$ cat config.mk
export PLATFORM = sky130hd
export DESIGN_NAME = stream_gearbox_flat
export DESIGN_NICKNAME = d
export VERILOG_FILES = /design/src/rtl/stream_gearbox_if.sv /design/src/rtl/stream_gearbox.sv /design/src/flat_wrapper.sv
export SDC_FILE = /design/constraint.sdc
export NUM_CORES = 1
export LEC_CHECK = 0
export ABC_AREA = 1
export CAP_MARGIN = 20
export CORE_ASPECT_RATIO = 2
export CORE_MARGIN = 1.5
export CORE_UTILIZATION = 30
export DETAILED_ROUTE_END_ITERATION = 16
export SLEW_MARGIN = 15
export SYNTH_ARGS = -nofsm -noshare
export SYNTH_HDL_FRONTEND = slang
export SYNTH_SLANG_ARGS = --single-unit
$ cat constraint.sdc
create_clock -name clk -period 7.54 [get_ports clk]
set_clock_uncertainty 0.05 [all_clocks]
set_input_delay 1.508 -clock clk [delete_from_list [all_inputs] [get_ports clk]]
set_output_delay 1.508 -clock clk [all_outputs]
set_load 0.03 [all_outputs]
$ cat src/rtl/stream_gearbox_if.sv
// Strobe-stream bundle between a word source, the gearbox and a word sink.
interface stream_gearbox_if #(
    parameter int unsigned IN_LEN  = 8,
    parameter int unsigned OUT_LEN = 12
);
    logic               inclk;
    logic [IN_LEN-1:0]  in;
    logic               done_in;
    logic               in_ready;
    logic               outclk;
    logic [OUT_LEN-1:0] out;
    logic               done_out;
    logic               overflow;
    logic               idle;

    // Source side: presents words and end-of-stream, observes status.
    modport master (
        output inclk, in, done_in,
        input  in_ready, outclk, out, done_out, overflow, idle
    );

    // Gearbox side.
    modport slave (
        input  inclk, in, done_in,
        output in_ready, outclk, out, done_out, overflow, idle
    );
endinterface

$ cat src/rtl/stream_gearbox.sv
// Width converter for strobed word streams with flush, backpressure and overflow flag.
// Bits are kept internally in MSB-first order (oldest bit highest); LSB-first mode
// bit-reverses each word on the way in and on the way out.
module stream_gearbox #(
    parameter int unsigned IN_LEN    = 8,
    parameter int unsigned OUT_LEN   = 12,
    parameter bit          MSB_FIRST = 1'b1
) (
    input logic              clk,
    input logic              reset,
    stream_gearbox_if.slave  bus
);
    localparam int unsigned W  = IN_LEN + OUT_LEN;
    localparam int unsigned CW = $clog2(W + 1);
    localparam logic [CW-1:0] OutLenC = CW'(OUT_LEN);
    localparam logic [CW-1:0] InLenC  = CW'(IN_LEN);

    logic [W-1:0]       acc_q, acc_d, acc_bits;
    logic [CW-1:0]      cnt_q, cnt_d, acc_cnt;
    logic               flush_q, flush_d, flush_act;
    logic [OUT_LEN-1:0] out_q, out_d, word, word_ord;
    logic               outclk_q, outclk_d;
    logic               done_q, done_d;
    logic               ovf_q, ovf_d;
    logic               in_ready, accept;
    logic [IN_LEN-1:0]  in_bits;

    assign in_ready     = !flush_q && (cnt_q <= OutLenC);
    assign accept       = bus.inclk && in_ready;
    assign bus.in_ready = in_ready;
    assign bus.outclk   = outclk_q;
    assign bus.out      = out_q;
    assign bus.done_out = done_q;
    assign bus.overflow = ovf_q;
    assign bus.idle     = (cnt_q == '0) && !flush_q;

    // Put the incoming word into internal (earliest-bit-first = MSB) order.
    always_comb begin
        in_bits = '0;
        for (int i = 0; i < int'(IN_LEN); i++) begin
            in_bits[i] = MSB_FIRST ? bus.in[i] : bus.in[int'(IN_LEN) - 1 - i];
        end
    end

    // Accumulate, pick the oldest OUT_LEN bits or the zero-padded remainder on flush.
    always_comb begin
        acc_bits  = accept ? {acc_q[OUT_LEN-1:0], in_bits} : acc_q;
        acc_cnt   = cnt_q + (accept ? InLenC : '0);
        flush_act = flush_q || bus.done_in;
        acc_d     = acc_bits;
        cnt_d     = acc_cnt;
        flush_d   = flush_act;
        outclk_d  = 1'b0;
        done_d    = 1'b0;
        word      = '0;
        ovf_d     = ovf_q || (bus.inclk && !in_ready);
        if (acc_cnt >= OutLenC) begin
            word     = OUT_LEN'(acc_bits >> (acc_cnt - OutLenC));
            outclk_d = 1'b1;
            cnt_d    = acc_cnt - OutLenC;
        end else if (flush_act && acc_cnt != '0) begin
            // Remainder lands in the top bits; the low (latest) positions are zero.
            word     = OUT_LEN'(acc_bits << (OutLenC - acc_cnt));
            outclk_d = 1'b1;
            cnt_d    = '0;
        end else if (flush_act) begin
            done_d  = 1'b1;
            flush_d = 1'b0;
        end
    end

    // Map the internal word back to the external bit order; hold out between words.
    always_comb begin
        word_ord = '0;
        for (int i = 0; i < int'(OUT_LEN); i++) begin
            word_ord[i] = MSB_FIRST ? word[i] : word[int'(OUT_LEN) - 1 - i];
        end
        out_d = outclk_d ? word_ord : out_q;
    end

    // State and output registers with synchronous reset.
    always_ff @(posedge clk) begin
        if (reset) begin
            acc_q    <= '0;
            cnt_q    <= '0;
            flush_q  <= 1'b0;
            out_q    <= '0;
            outclk_q <= 1'b0;
            done_q   <= 1'b0;
            ovf_q    <= 1'b0;
        end else begin
            acc_q    <= acc_d;
            cnt_q    <= cnt_d;
            flush_q  <= flush_d;
            out_q    <= out_d;
            outclk_q <= outclk_d;
            done_q   <= done_d;
            ovf_q    <= ovf_d;
        end
    end
endmodule

$ cat src/flat_wrapper.sv
// flat-port wrapper written by rule: the top's interface ports become plain ports
module stream_gearbox_flat 
#(
    parameter int unsigned IN_LEN    = 8,
    parameter int unsigned OUT_LEN   = 12,
    parameter bit          MSB_FIRST = 1'b1
)
  (clk, reset, bus_inclk, bus_in, bus_done_in, bus_in_ready, bus_outclk, bus_out, bus_done_out, bus_overflow, bus_idle);
  stream_gearbox_if #(.IN_LEN(IN_LEN), .OUT_LEN(OUT_LEN)) bus_i ();
  input logic clk;
  input logic reset;
  input wire logic [$bits(bus_i.inclk)-1:0] bus_inclk;
  input wire logic [$bits(bus_i.in)-1:0] bus_in;
  input wire logic [$bits(bus_i.done_in)-1:0] bus_done_in;
  output wire logic [$bits(bus_i.in_ready)-1:0] bus_in_ready;
  output wire logic [$bits(bus_i.outclk)-1:0] bus_outclk;
  output wire logic [$bits(bus_i.out)-1:0] bus_out;
  output wire logic [$bits(bus_i.done_out)-1:0] bus_done_out;
  output wire logic [$bits(bus_i.overflow)-1:0] bus_overflow;
  output wire logic [$bits(bus_i.idle)-1:0] bus_idle;
  assign bus_i.inclk = bus_inclk;
  assign bus_i.in = bus_in;
  assign bus_i.done_in = bus_done_in;
  assign bus_in_ready = bus_i.in_ready;
  assign bus_outclk = bus_i.outclk;
  assign bus_out = bus_i.out;
  assign bus_done_out = bus_i.done_out;
  assign bus_overflow = bus_i.overflow;
  assign bus_idle = bus_i.idle;
  stream_gearbox #(.IN_LEN(IN_LEN), .OUT_LEN(OUT_LEN), .MSB_FIRST(MSB_FIRST)) u_core (.clk(clk), .reset(reset), .bus(bus_i));
endmodule
Word-level counts from Yosys, hierarchy flattened
Index checks and enable logic that the tools add are counted.
W data, S select, Z words.
- add/sub/neg operators: 3
- order comparisons: 2
- shift-type cells: 2
- multiplexer cells: 11
- reductions and logical operators: 12
- operators with widths (kind ; count):
    $mux W12 ; 2
    $mux W20 ; 1
    $shl A20 B5 Y12 ; 1
    $shr A20 B5 Y12 ; 1
    $mux W5 ; 2
    $add A5 B5 Y5 ; 1
    $ge A5 B4 Y1 const B ; 1
    $le A5 B4 Y1 const B ; 1
    $logic_and A1 B1 Y1 ; 5
    $logic_not A5 Y1 ; 1
    $mux W1 ; 5
    $reduce_bool A5 Y1 ; 1
    $sub A4 B5 Y5 const A ; 1
    $sub A5 B4 Y5 const B ; 1
    $mux W4 ; 1
    $reduce_or A3 Y1 ; 1
    $logic_not A1 Y1 ; 2
    $logic_or A1 B1 Y1 ; 2
- register bits: 41
- input bits: 12

Longest topological paths before layout
- depth after elaboration: 9
- depth in mapped cells: 15
- mapped depth without buffers: 15

Worst setup path after synthesis
Ideal clock, no wire load.
- kind: in2reg
- start point: in bus_inclk
- end point: reg u_core.out_q[10], in the netlist u_core.bus.out[10]
- setup time: 0.058 ns
- arrival time: 3.262 ns
- data required time: 7.432 ns
- setup slack: 4.170 ns
- stages: 14
- cells stage by stage: nand2_4 > inv_2 > ha_1 > ha_1 > ha_1 > nor2_1 > nand2_4 > inv_2 > nand2_2 > inv_4 > nand2_2 > inv_1 > nand2_1 > nand2_1
- cells in the longest elaborated chain, start to end: 7
- ends and longest elaborated chain (element ; RTL line ; RTL):
    from (decl) ; flat_wrapper.sv:12 ; input wire logic [$bits(bus_i.inclk)-1:0] bus_inclk;
    $logic_and A1 B1 Y1 * ; stream_gearbox.sv:29 ; assign accept = bus.inclk && in_ready;
    $mux W4 ; stream_gearbox.sv:48 ; acc_cnt = cnt_q + (accept ? InLenC : '0);
    $add A5 B5 Y5 ; stream_gearbox.sv:48 ;
    $sub A4 B5 Y5 / $reduce_bool A5 Y1 (equally long branches) ; stream_gearbox.sv:63, stream_gearbox.sv:61 ;
    $shl A20 B5 Y12 / $logic_and A1 B1 Y1 (equally long branches) ; stream_gearbox.sv:63, stream_gearbox.sv:61 ;
    $mux W12 / $mux W1 (equally long branches) ; stream_gearbox.sv:61 ; end else if (flush_act && acc_cnt != '0) begin
    $mux W12 / $mux W1 (equally long branches) ; stream_gearbox.sv:57 ; if (acc_cnt >= OutLenC) begin
    to (signal assigned) ; stream_gearbox.sv:95 ; out_q <= out_d;
    to (decl) ; stream_gearbox.sv:21 ; logic [OUT_LEN-1:0] out_q, out_d, word, word_ord;
Every way passes the cells marked *; elsewhere a longest branch is shown, timed or not.
A chain may end at the register's enable or synchronous reset.

Worst setup path after layout
- start point: in bus_inclk
- end point: reg u_core.out_q[6], in the netlist u_core.bus.out[6]
Same word-level chain as after synthesis.

==> metrics.txt <==
Resized cells post-CTS 0; CTS Buf Count 5; setup_tns 0 ns; VDD IR max between 100 and 150 µV; HP Start u_core.bus.out[6]; Worst Path Max Fanout 25; Cell Area, Synth 2210 µm²; DRT iter0 DRCs 91; DP Worst Slack 2.71 ns; Final setup viols 0; initial antenna violation count 0; status complete, no violations; Worst EP required 7.72 ns; first-pass GRT wire length 10.2 mm; worst reg2reg startpoint u_core.cnt_q[2]; routed via count between 2,000 and 2,500; Area Overhead vs Synth 21.8%; worst-skew pair later-pin latency 0.29 ns; power per cell area 474 nW/µm²; Post-Syn Nets 354; drt first pass iters 4; CP max stage delay 0.81 ns; Slew Limit Fails 0; CTS H-tree depth 2; Crit Path Category input port to flip-flop; Hold Fails Final Rpt 0; fin cells 451; Post-synth EDFFs 0; Unique masters post-synth 30; Most common cell on crit path ha_1; top cell type's share of synthesized area a little over a third; Placed Cells 443; Post-synth ARST share 0%; clk sinks 39; Reg2Reg Depth 8; Yosys top cell by area dfxtp_1; max-cap violations 0; total power draw 0.00128 W; critical path arrival ~4.8 ns; Die W between 60 and 70 µm; RSZ-0062 raised after global routing no; Starting Density approximately 30%; Rows between 40 and 50; CTS root buf clkbuf_16; routed wl met2 approximately 3.5 mm; CTS clk-pin slew, worst paths approximately 0.05 ns; synth top area cells dfxtp_1, nand2_1, nand3_1; Hold Path Class flip-flop to flip-flop; commonest non-fill, non-tap cells in the layout nand2_1, nand3_1, dfxtp_1, inv_1, nor2_1; YS warnings 0; largest net degree at the start of global routing 31; register bit total from synthesis 39; I/O pin cnt 29; crit end category flip-flop; clk buf depth 2; Critical Path Slowest Stage Cell clkdlybuf4s50_1; vias in the first global route 2,127; Slew headroom 31.2%; reg2reg end u_core.bus.out[1]; final period utilization 60.6%; Max Fclk 219 MHz; Pleak 1.22 nW; Core Util, Final 37.4%; Hold Path Stages 2; share of layout cells above drive strength 1 7.24%; cell count after synthesis 336; port bufs 28; core area around 7000 µm²; DR WL met3 167 µm; total track usage 16.6%; Hold Path Sink u_core.bus.out[6]; ant diodes 0; total wire length 6.17 mm; post-CTS setup buffers 0; clock period minus worst slack 4.57 ns; average routed wire per standard cell ~14 µm; Met1 Wirelength 2.27 mm; commonest non-fill, non-tap cell in the layout nand2_1; CP cell instances clkdlybuf4s50_1 -> nand2_4 -> inv_2 -> ha_1 -> ha_1 -> ha_1 -> nor2_1 -> nand4_1 -> nor2_1 -> o21ai_0 -> o21ai_1 -> nand2_1 -> nand2_1; total gr overflow 0; Die Y around 120 µm; Via density 4.86; setup ws final 2.97 ns; drc violations 0; syn_area_per_cell 6.58 µm²; CTS tree yes; Detail Placement HPWL between 4 and 5 mm; uppermost routed layer met4; Worst Tran Pin Value 1.03 ns; Nets 376; Seq/Total Area, Yosys 35.3%; number of routed nets with antenna violations 0; Main synth FF type dfxtp_1; die area 7920 µm²; hold_buf cts 0; reg-to-reg slack, setup about 4.3 ns; Placer Congestion 0.901; type of origin of the critical path input port
## power by group
group          internal (W)  leakage (nW)  total, W  switching [W]
clock network      0.000141        0.0772  0.000224      0.0000828
registers          0.000265         0.320  0.000308      0.0000425
logic              0.000240         0.826  0.000747       0.000506
## kinds of logic after synthesis
kind of cell	Yosys count	share of synthesized area (%)
buf+inv	54	10.4
simple gates	190	38.5
flops	39	35.3
compound gates	45	11.3
xor+xnor	2	1.13
fa+ha+maj	6	3.40
## critical path, delay by kind of cell
kind	cells	cell delay, ns
AO/OA/AOI/OAI	2	0.28
adder cells (fa/ha/maj)	3	0.78
buffers and inverters	2	0.99
AND/OR/NAND/NOR	6	1.20
## worst max path at each step
stage,end,startpoint,slack (ns),cells after the start
4_1_cts,u_core.bus.out[6],bus_inclk,2.99,13
6_report,u_core.bus.out[6],bus_inclk,2.97,13
3_3_place_gp,u_core.bus.out[7],bus_inclk,2.81,15
5_1_grt,u_core.bus.out[0],bus_inclk,2.70,12
3_5_place_dp,u_core.bus.out[6],bus_inclk,2.71,13
2_1_floorplan,u_core.bus.out[10],bus_inclk,4.17,14
## cells in the mapped netlist (4+ instances only)
cell type,count
nand2_1,87
nand3_1,46
dfxtp_1,39
inv_1,36
nor2_1,35
a21oi_1,15
o21ai_0,12
o21ai_1,9
clkbuf_1,7
and2_1,6
ha_1,6
nand2_2,6
buf_2,4
o211ai_1,4
## state kept, by name, indices dropped and copies added (netlist names)
signal and cells:
u_core.acc_q 20, u_core.bus.outclk 1, u_core.bus.done_out 1, u_core.flush_q 1
u_core.cnt_q 3, u_core.bus.out 12, u_core.bus.overflow 1
## per-layer routing
layer	track usage, %	vias up
met2	31.6	62
li1	-	1114
met3	2.71	16
met4	9.34	0
met1	16.2	1001
met5	0	-
## cell type report
cell class | count | area, µm²
clock buffers | 8 | 156
fillers | 794 | 4520
inverters | 40 | 153
multi-input cells | 243 | 1200
flip-flops and latches | 39 | 781
well taps | 92 | 115
repair buffers | 29 | 288
## per-stage QoR
step / cell area, µm² / hold WS [ns]
finish: 2690 / 0.400
global route: 2690 / 0.432
CTS: 2690 / 0.408
detailed placement: 2540 / 0.397
global placement: 2540 / 0.388
floorplan: 2210 / 0.418
No activity file was read; power rests on OpenSTA's default activity.
